==> config.mk <==
export PLATFORM = sky130hd
export DESIGN_NAME = ram_read_queue
export DESIGN_NICKNAME = d
export VERILOG_FILES = /design/src/rtl/ram_read_queue.sv
export SDC_FILE = /design/constraint.sdc
export NUM_CORES = 1
export LEC_CHECK = 0
export ABC_AREA = 1
export CELL_PAD_IN_SITES_DETAIL_PLACEMENT = 0
export CELL_PAD_IN_SITES_GLOBAL_PLACEMENT = 2
export CORE_UTILIZATION = 40
export DETAILED_ROUTE_END_ITERATION = 8
export PLACE_DENSITY_LB_ADDON = 0.3
export SYNTH_ARGS = -nofsm -noshare
export SYNTH_HDL_FRONTEND = slang
export SYNTH_SLANG_ARGS = --single-unit
==> constraint.sdc <==
create_clock -name clk -period 4.4 [get_ports clk]
set_clock_uncertainty 0.15 [all_clocks]
set_input_delay 0.88 -clock clk [delete_from_list [all_inputs] [get_ports clk]]
set_output_delay 0.88 -clock clk [all_outputs]
set_load 0.02 [all_outputs]
==> src/rtl/ram_read_queue.sv <==
`default_nettype none
// +----------------------------------------------------------------------------+
// | Module   : ram_read_queue                                                  |
// | Purpose  : In-order RAM read request queue. Accepted requests (address +  |
// |            instruction tag) wait in a circular FIFO. When the one-entry     |
// |            response register is free, the head address is presented to     |
// |            a combinational RAM. The returned data and the head tag are      |
// |            captured into the response register.                             |
// | Ports    : clk, rst (sync, active high), flush                              |
// |            req_valid/req_ready/req_addr/req_tag   - request side            |
// |            ram_addr/ram_data                      - combinational RAM port  |
// |            resp_valid/resp_ready/resp_tag/resp_data - response side         |
// |            count - entries waiting in the FIFO (response reg excluded)      |
// | Options  : RAM_READ_QUEUE_BYPASS_EN - with an empty FIFO and a free        |
// |            response slot, an incoming request goes straight to the RAM     |
// |            (one-cycle latency). If undefined, every request passes         |
// |            through the FIFO (two-cycle latency).                           |
// | Revision : 1.0 - initial release                                           |
// +----------------------------------------------------------------------------+
module ram_read_queue #(
  parameter int DEPTH  = 8,   // power of two, >= 2
  parameter int ADDR_W = 16,
  parameter int DATA_W = 16,
  parameter int TAG_W  = 8
) (
  input  logic                     clk,
  input  logic                     rst,
  input  logic                     flush,
  input  logic                     req_valid,
  output logic                     req_ready,
  input  logic [ADDR_W-1:0]        req_addr,
  input  logic [TAG_W-1:0]         req_tag,
  output logic [ADDR_W-1:0]        ram_addr,
  input  logic [DATA_W-1:0]        ram_data,
  output logic                     resp_valid,
  input  logic                     resp_ready,
  output logic [TAG_W-1:0]         resp_tag,
  output logic [DATA_W-1:0]        resp_data,
  output logic [$clog2(DEPTH):0]   count
);

  localparam int PTR_W = $clog2(DEPTH);
  localparam int CNT_W = PTR_W + 1;
  localparam logic [CNT_W-1:0] FULL_CNT = CNT_W'(DEPTH);

  // FIFO storage (no reset needed: only entries below count are ever read)
  logic [ADDR_W-1:0] addr_mem_q [DEPTH];
  logic [TAG_W-1:0]  tag_mem_q  [DEPTH];

  logic [PTR_W-1:0]  head_q, head_d;
  logic [PTR_W-1:0]  tail_q, tail_d;
  logic [CNT_W-1:0]  count_q, count_d;
  logic              resp_valid_q, resp_valid_d;
  logic [TAG_W-1:0]  resp_tag_q, resp_tag_d;
  logic [DATA_W-1:0] resp_data_q, resp_data_d;

  logic push;       // handshake on the request side
  logic slot_free;  // response register can take a new value this edge
  logic pop;        // head entry moves into the response register
  logic byp;        // request goes straight into the response register
  logic fifo_push;  // request is written into the FIFO

  // Full blocks a push even if a pop happens in the same cycle.
  assign req_ready = (count_q != FULL_CNT) && !flush && !rst;
  assign push      = req_valid && req_ready;
  assign slot_free = !resp_valid_q || resp_ready;
  assign pop       = (count_q != '0) && slot_free;

`ifdef RAM_READ_QUEUE_BYPASS_EN
  // Empty FIFO and free slot: the RAM is read with the request address itself.
  assign byp       = push && (count_q == '0) && slot_free;
  assign ram_addr  = byp ? req_addr : addr_mem_q[head_q];
`else
  assign byp       = 1'b0;
  // With an empty FIFO this is the stale head entry; the RAM result is ignored.
  assign ram_addr  = addr_mem_q[head_q];
`endif

  assign fifo_push = push && !byp;

  always_comb begin
    head_d       = head_q;
    tail_d       = tail_q;
    count_d      = count_q;
    resp_valid_d = resp_valid_q;
    resp_tag_d   = resp_tag_q;
    resp_data_d  = resp_data_q;

    if (flush) begin
      // Drop everything pending; head catches up with tail so the FIFO is empty.
      head_d       = tail_q;
      count_d      = '0;
      resp_valid_d = 1'b0;
    end else begin
      if (fifo_push) begin
        tail_d = tail_q + PTR_W'(1);
      end
      if (pop) begin
        head_d = head_q + PTR_W'(1);
      end
      count_d = count_q + CNT_W'(fifo_push) - CNT_W'(pop);

      if (pop) begin
        resp_valid_d = 1'b1;
        resp_tag_d   = tag_mem_q[head_q];
        resp_data_d  = ram_data;
      end else if (byp) begin
        resp_valid_d = 1'b1;
        resp_tag_d   = req_tag;
        resp_data_d  = ram_data;
      end else if (resp_ready) begin
        // Held response consumed with nothing to replace it.
        resp_valid_d = 1'b0;
      end
    end
  end

  always_ff @(posedge clk) begin
    if (fifo_push) begin
      addr_mem_q[tail_q] <= req_addr;
      tag_mem_q[tail_q]  <= req_tag;
    end
  end

  always_ff @(posedge clk) begin
    if (rst) begin
      head_q       <= '0;
      tail_q       <= '0;
      count_q      <= '0;
      resp_valid_q <= 1'b0;
      resp_tag_q   <= '0;
      resp_data_q  <= '0;
    end else begin
      head_q       <= head_d;
      tail_q       <= tail_d;
      count_q      <= count_d;
      resp_valid_q <= resp_valid_d;
      resp_tag_q   <= resp_tag_d;
      resp_data_q  <= resp_data_d;
    end
  end

  assign resp_valid = resp_valid_q;
  assign resp_tag   = resp_tag_q;
  assign resp_data  = resp_data_q;
  assign count      = count_q;

endmodule
`default_nettype wire

Word level (Yosys, flattened, before mapping)
Memory sizes are Yosys's and may differ from the RTL's. A register that Yosys moved wholly into a read port is not among the register bits.
Cells that the tools add are included.
Storage, ports and cells
  bits in registers: 27
  latch bits: 0
  memory bits (writable): 192
  ROM bits: 0
  output and inout port bits: 46
  memories: 2
Memory list
  addr_mem_q: words 8, width 16, read ports 1, clocked after Yosys merged registers in 1, write ports 1, RTL line 47  | logic [ADDR_W-1:0] addr_mem_q [DEPTH];
  tag_mem_q: words 8, width 8, read ports 1, clocked after Yosys merged registers in 1, write ports 1, RTL line 48  | logic [TAG_W-1:0] tag_mem_q [DEPTH];
Operators by class
  $add $sub $neg: 4
  multipliers: 0
  div/mod/pow operators: 0
  order comparisons: 0
  equality and inequality tests: 1
  shift-type cells: 0
  multiplexer cells: 8
  bitwise operators: 1
  reductions and logical operators: 14
Operators by type and width (number)
  $mux W3: 4
  $add A3 B1 Y3 const B: 2
  $add A4 B1 Y4: 1
  $logic_and A1 B1 Y1: 4
  $mux W1: 4
  $ne A4 B4 Y1 const B: 1
  $reduce_and A2 Y1: 2
  $reduce_bool A2 Y1: 2
  $reduce_bool A4 Y1: 1
  $sub A4 B1 Y4: 1
  $logic_not A1 Y1: 3
  $reduce_or A2 Y1: 1
  $logic_or A1 B1 Y1: 1
  $not A1 Y1: 1

Longest topological paths before layout
  word-level depth: 7
  gate-level depth with buffers: 14
  gate-level depth less buffers: 14

Worst setup path before layout
Ideal clock, no wire load.
  kind: input to register
  from: in flush
  to: mem addr_mem_q[0][0], enable pin
  library setup time: 0.405 ns
  arrival: 2.425 ns
  required time: 3.845 ns
  path slack: 1.420 ns
  cell stages on the path: 4
  cells stage by stage: nor2_4 > nand3_4 > or2_4 > nor2_1
On the way
  cells in the longest elaborated chain, start to end: 6
RTL lines
  start: declaration: RTL line 28  | input logic flush,
  $logic_not A1 Y1: RTL line 64  | assign req_ready = (count_q != FULL_CNT) && !flush && !rst;
  $logic_and A1 B1 Y1 (2 in a row): RTL line 64
  $logic_and A1 B1 Y1: RTL line 65  | assign push = req_valid && req_ready;
  $mux W1: RTL line 119  | if (fifo_push) begin
  $mux W1 (not written as such): RTL line 120  | addr_mem_q[tail_q] <= req_addr;
  end: declaration: RTL line 47
Every way passes these cells.

==> impl_results.md <==
- Total nets after synthesis: slightly above 900
- Total grt overflow: 0
- # nets final: approximately 1000
- CP endpoint kind: primary output
- Row count: 55
- Leakage: approximately 4.3 nW
- Die height: approximately 160 um
- Hold Crit Class: reg -> reg
- Worst slew pin tran: about 0.91 ns
- Clock latency on the worst-skew pair: 0.52 ns
- Vias: around 6000
- CTS Root Cell: clkbuf_16
- CTS tree: yes
- Worst-path fanout max: 64
- Sequential element share of the synthesized area: a little over two thirds
- Syn Area/Cell: roughly 11 sq um
- Clock Sinks: between 200 and 250
- PnR Total Power: just over 6 mW
- Fmax: about 0.28 GHz
- Routed wire length per instance: 15.4 um
- Clock-pin transition on the worst setup and hold timing paths: 0.06 ns
- Top cell type by total area after synthesis: edfxtp_1
- # Max-Cap Violations: 0
- Total wire length: 19900 um
- Power density cells: 534 nW/um^2
- #FFs+latches synth: 230
- Crit path launch type: register
- Die area: around 24000 sq um
- I/O pin cnt: a little over 90
- Tcrit/Tclk final: between 80 and 90%
- All-Layer GR Usage: approximately 17%
- Initial Util: between 40% and 50%
- Critical path arrival: around 2.6 ns
- RSZ-0062 raised after global routing: false
- Share of cells above drive strength 1: about 7.4%
- Hold Crit Depth: 2
- CORE AREA: between 20000 and 25000 sq um
- Period minus WS final: 3.62 ns
- Synth Cell Area: about 9400 sq um
- Cells after Synth: 870
- Setup Total Neg Slack: 0 ns
- Hold buffers post-CTS: 0
- Largest net degree at the start of global routing: 65
- Worst r2r path cells: 8
- Post-CTS Setup Inserts: 0
- DR pass1 iterations: 4
- Final ANT Viol Nets: 0
- Endpoints failing setup: 0
- Post-DP HPWL: 11300 um
- Final hold violations: 0
- Ant. Diodes: 0
- DRC viols: 0
- Initial antenna violation count: 0
- Commonest non-fill, non-tap cells in the layout: 193 x nand2_1, 192 x edfxtp_1, 101 x nor2_1
- Routed vias/inst: roughly 4.7
- CTS Buffer Depth: 3
- TritonCTS buffer count: 24
- PortBufs: 90
- Initial DRC Count: approximately 310
- Status: completed
- Peak supply drop: about 0.32 mV
- Share of the synthesized area in the top cell type: between 60% and 70%
- Post-CTS Resized: 0
- Slew Viols, Final: 0
- Layout area overhead: 21.2%
- First-pass GRT wire length: between 30000 and 40000 um
- Slew margin rel.: just under 40%
- CTS H-tree depth: 1
- Vias in the first global route: 5843
- Synth warn: 0
- Yosys cell types: 29
- Crit path kind: reg -> out
- Crit path required time: approximately 3.4 ns
- Commonest non-fill, non-tap cell in the layout: nand2_1
- Largest cells by area after synthesis: edfxtp_1 61%, dfxtp_1 8.1%, nand2_1 7.7%, nor2_1 4.4%, o21ai_0 3.9%
- Layout fillers: approximately 2200
- Gpl congestion: between 0.7 and 0.8
- Die W: around 160 um
==> state kept, by name (all words and copies together), names as in the netlist, named ones only <==
register,flops
addr_mem_q,128
tag_mem_q,64
resp_data,16
resp_tag,8
count,4
head_q,3
tail_q,3
resp_valid,1
==> area by class of cell <==
cell class	count	area (sq um)	area share, %
clock inverter	15	128	1.12
tap	313	392	3.44
clock buffer	28	636	5.58
multi-input combinational	501	2280	20.0
timing repair buffer	108	1060	9.31
sequential	230	6530	57.3
inverter	99	374	3.28
==> routing by layer <==
metal  routed length (um)  GRT usage [%]  part of all wire [%]
met5                    0              0                     0
met3                  939           2.87                   4.7
met4                  392           4.72                   2.0
met1                 9250           22.6                    47
met2                 9310           28.5                    47
==> cell families (layout without fill, tap and decap cells) <==
group / count (synthesis) / after routing / synth area share [%]
and+or+nand+nor: 358 / 358 / 15.5
DFF: 230 / 230 / 69.4
buffers and inverters: 139 / 250 / 6.56
AOI/OAI and AO/OA: 132 / 132 / 7.08
adders and majority gates: 9 / 9 / 1.28
xor gates and xnor gates: 2 / 2 / 0.186
==> critical path: stages (launching register included) <==
cell             delay (ns)
dfxtp_2                0.33
buf_4                  0.54
nor2_1                 0.11
nor2_1                 0.10
o21ai_0                0.08
o21ai_1                0.08
nand2_1                0.06
nand2_1                0.13
clkdlybuf4s50_1        0.62
==> stage by stage <==
stage / setup WS, ns / instance area, sq um / hold WS (ns) / std cells / util (%)
floorplan: 1.42 / 9400 / 0.349 / 870 / -
detailed placement: 0.857 / 10600 / 0.308 / 1251 / 46.5
CTS: 0.740 / 11400 / 0.318 / 1294 / 49.9
global route: 0.557 / 11400 / 0.335 / 1294 / 49.9
global placement: 0.871 / 10600 / 0.301 / 1251 / 46.5
finish: 0.784 / 11400 / 0.314 / 1294 / 49.9
==> power by group <==
group	leakage, nW	internal, mW	total [mW]	switching [mW]
sequential	2.04	2.49	2.57	0.0829
clock	0.378	1.15	1.94	0.795
combinational	1.90	0.616	1.57	0.954
total	4.32	4.25	6.08	1.83
==> synth_stat cells <==
cell / n
nor3_1: 1
a31oi_1: 1
nor2_4: 1
buf_4: 5
nand3_1: 50
edfxtp_1: 192
inv_4: 1
clkbuf_2: 2
a21oi_1: 29
nor2_1: 109
ha_1: 8
xor2_1: 1
nand3_2: 1
a21oi_2: 1
inv_2: 4
nand2_1: 193
o21ai_0: 73
o21ai_1: 28
nand3_4: 2
or2_4: 1
dfxtp_1: 38
buf_1: 1
xnor2_1: 1
clkinv_1: 1
buf_6: 7
inv_1: 93
clkbuf_1: 10
fa_1: 1
buf_2: 15
==> final timing paths <==
kind | startpoint | to | slack (ns)
setup / recovery | register | ram_addr[4] | 0.78
hold / removal | resp_data[6] | resp_data[6] | 0.31
setup reg to reg | count[2] | tag_mem_q[3][7] | 2.07
hold reg to reg | resp_data[6] | resp_data[6] | 0.31
Power figures use the tool's default switching activity.
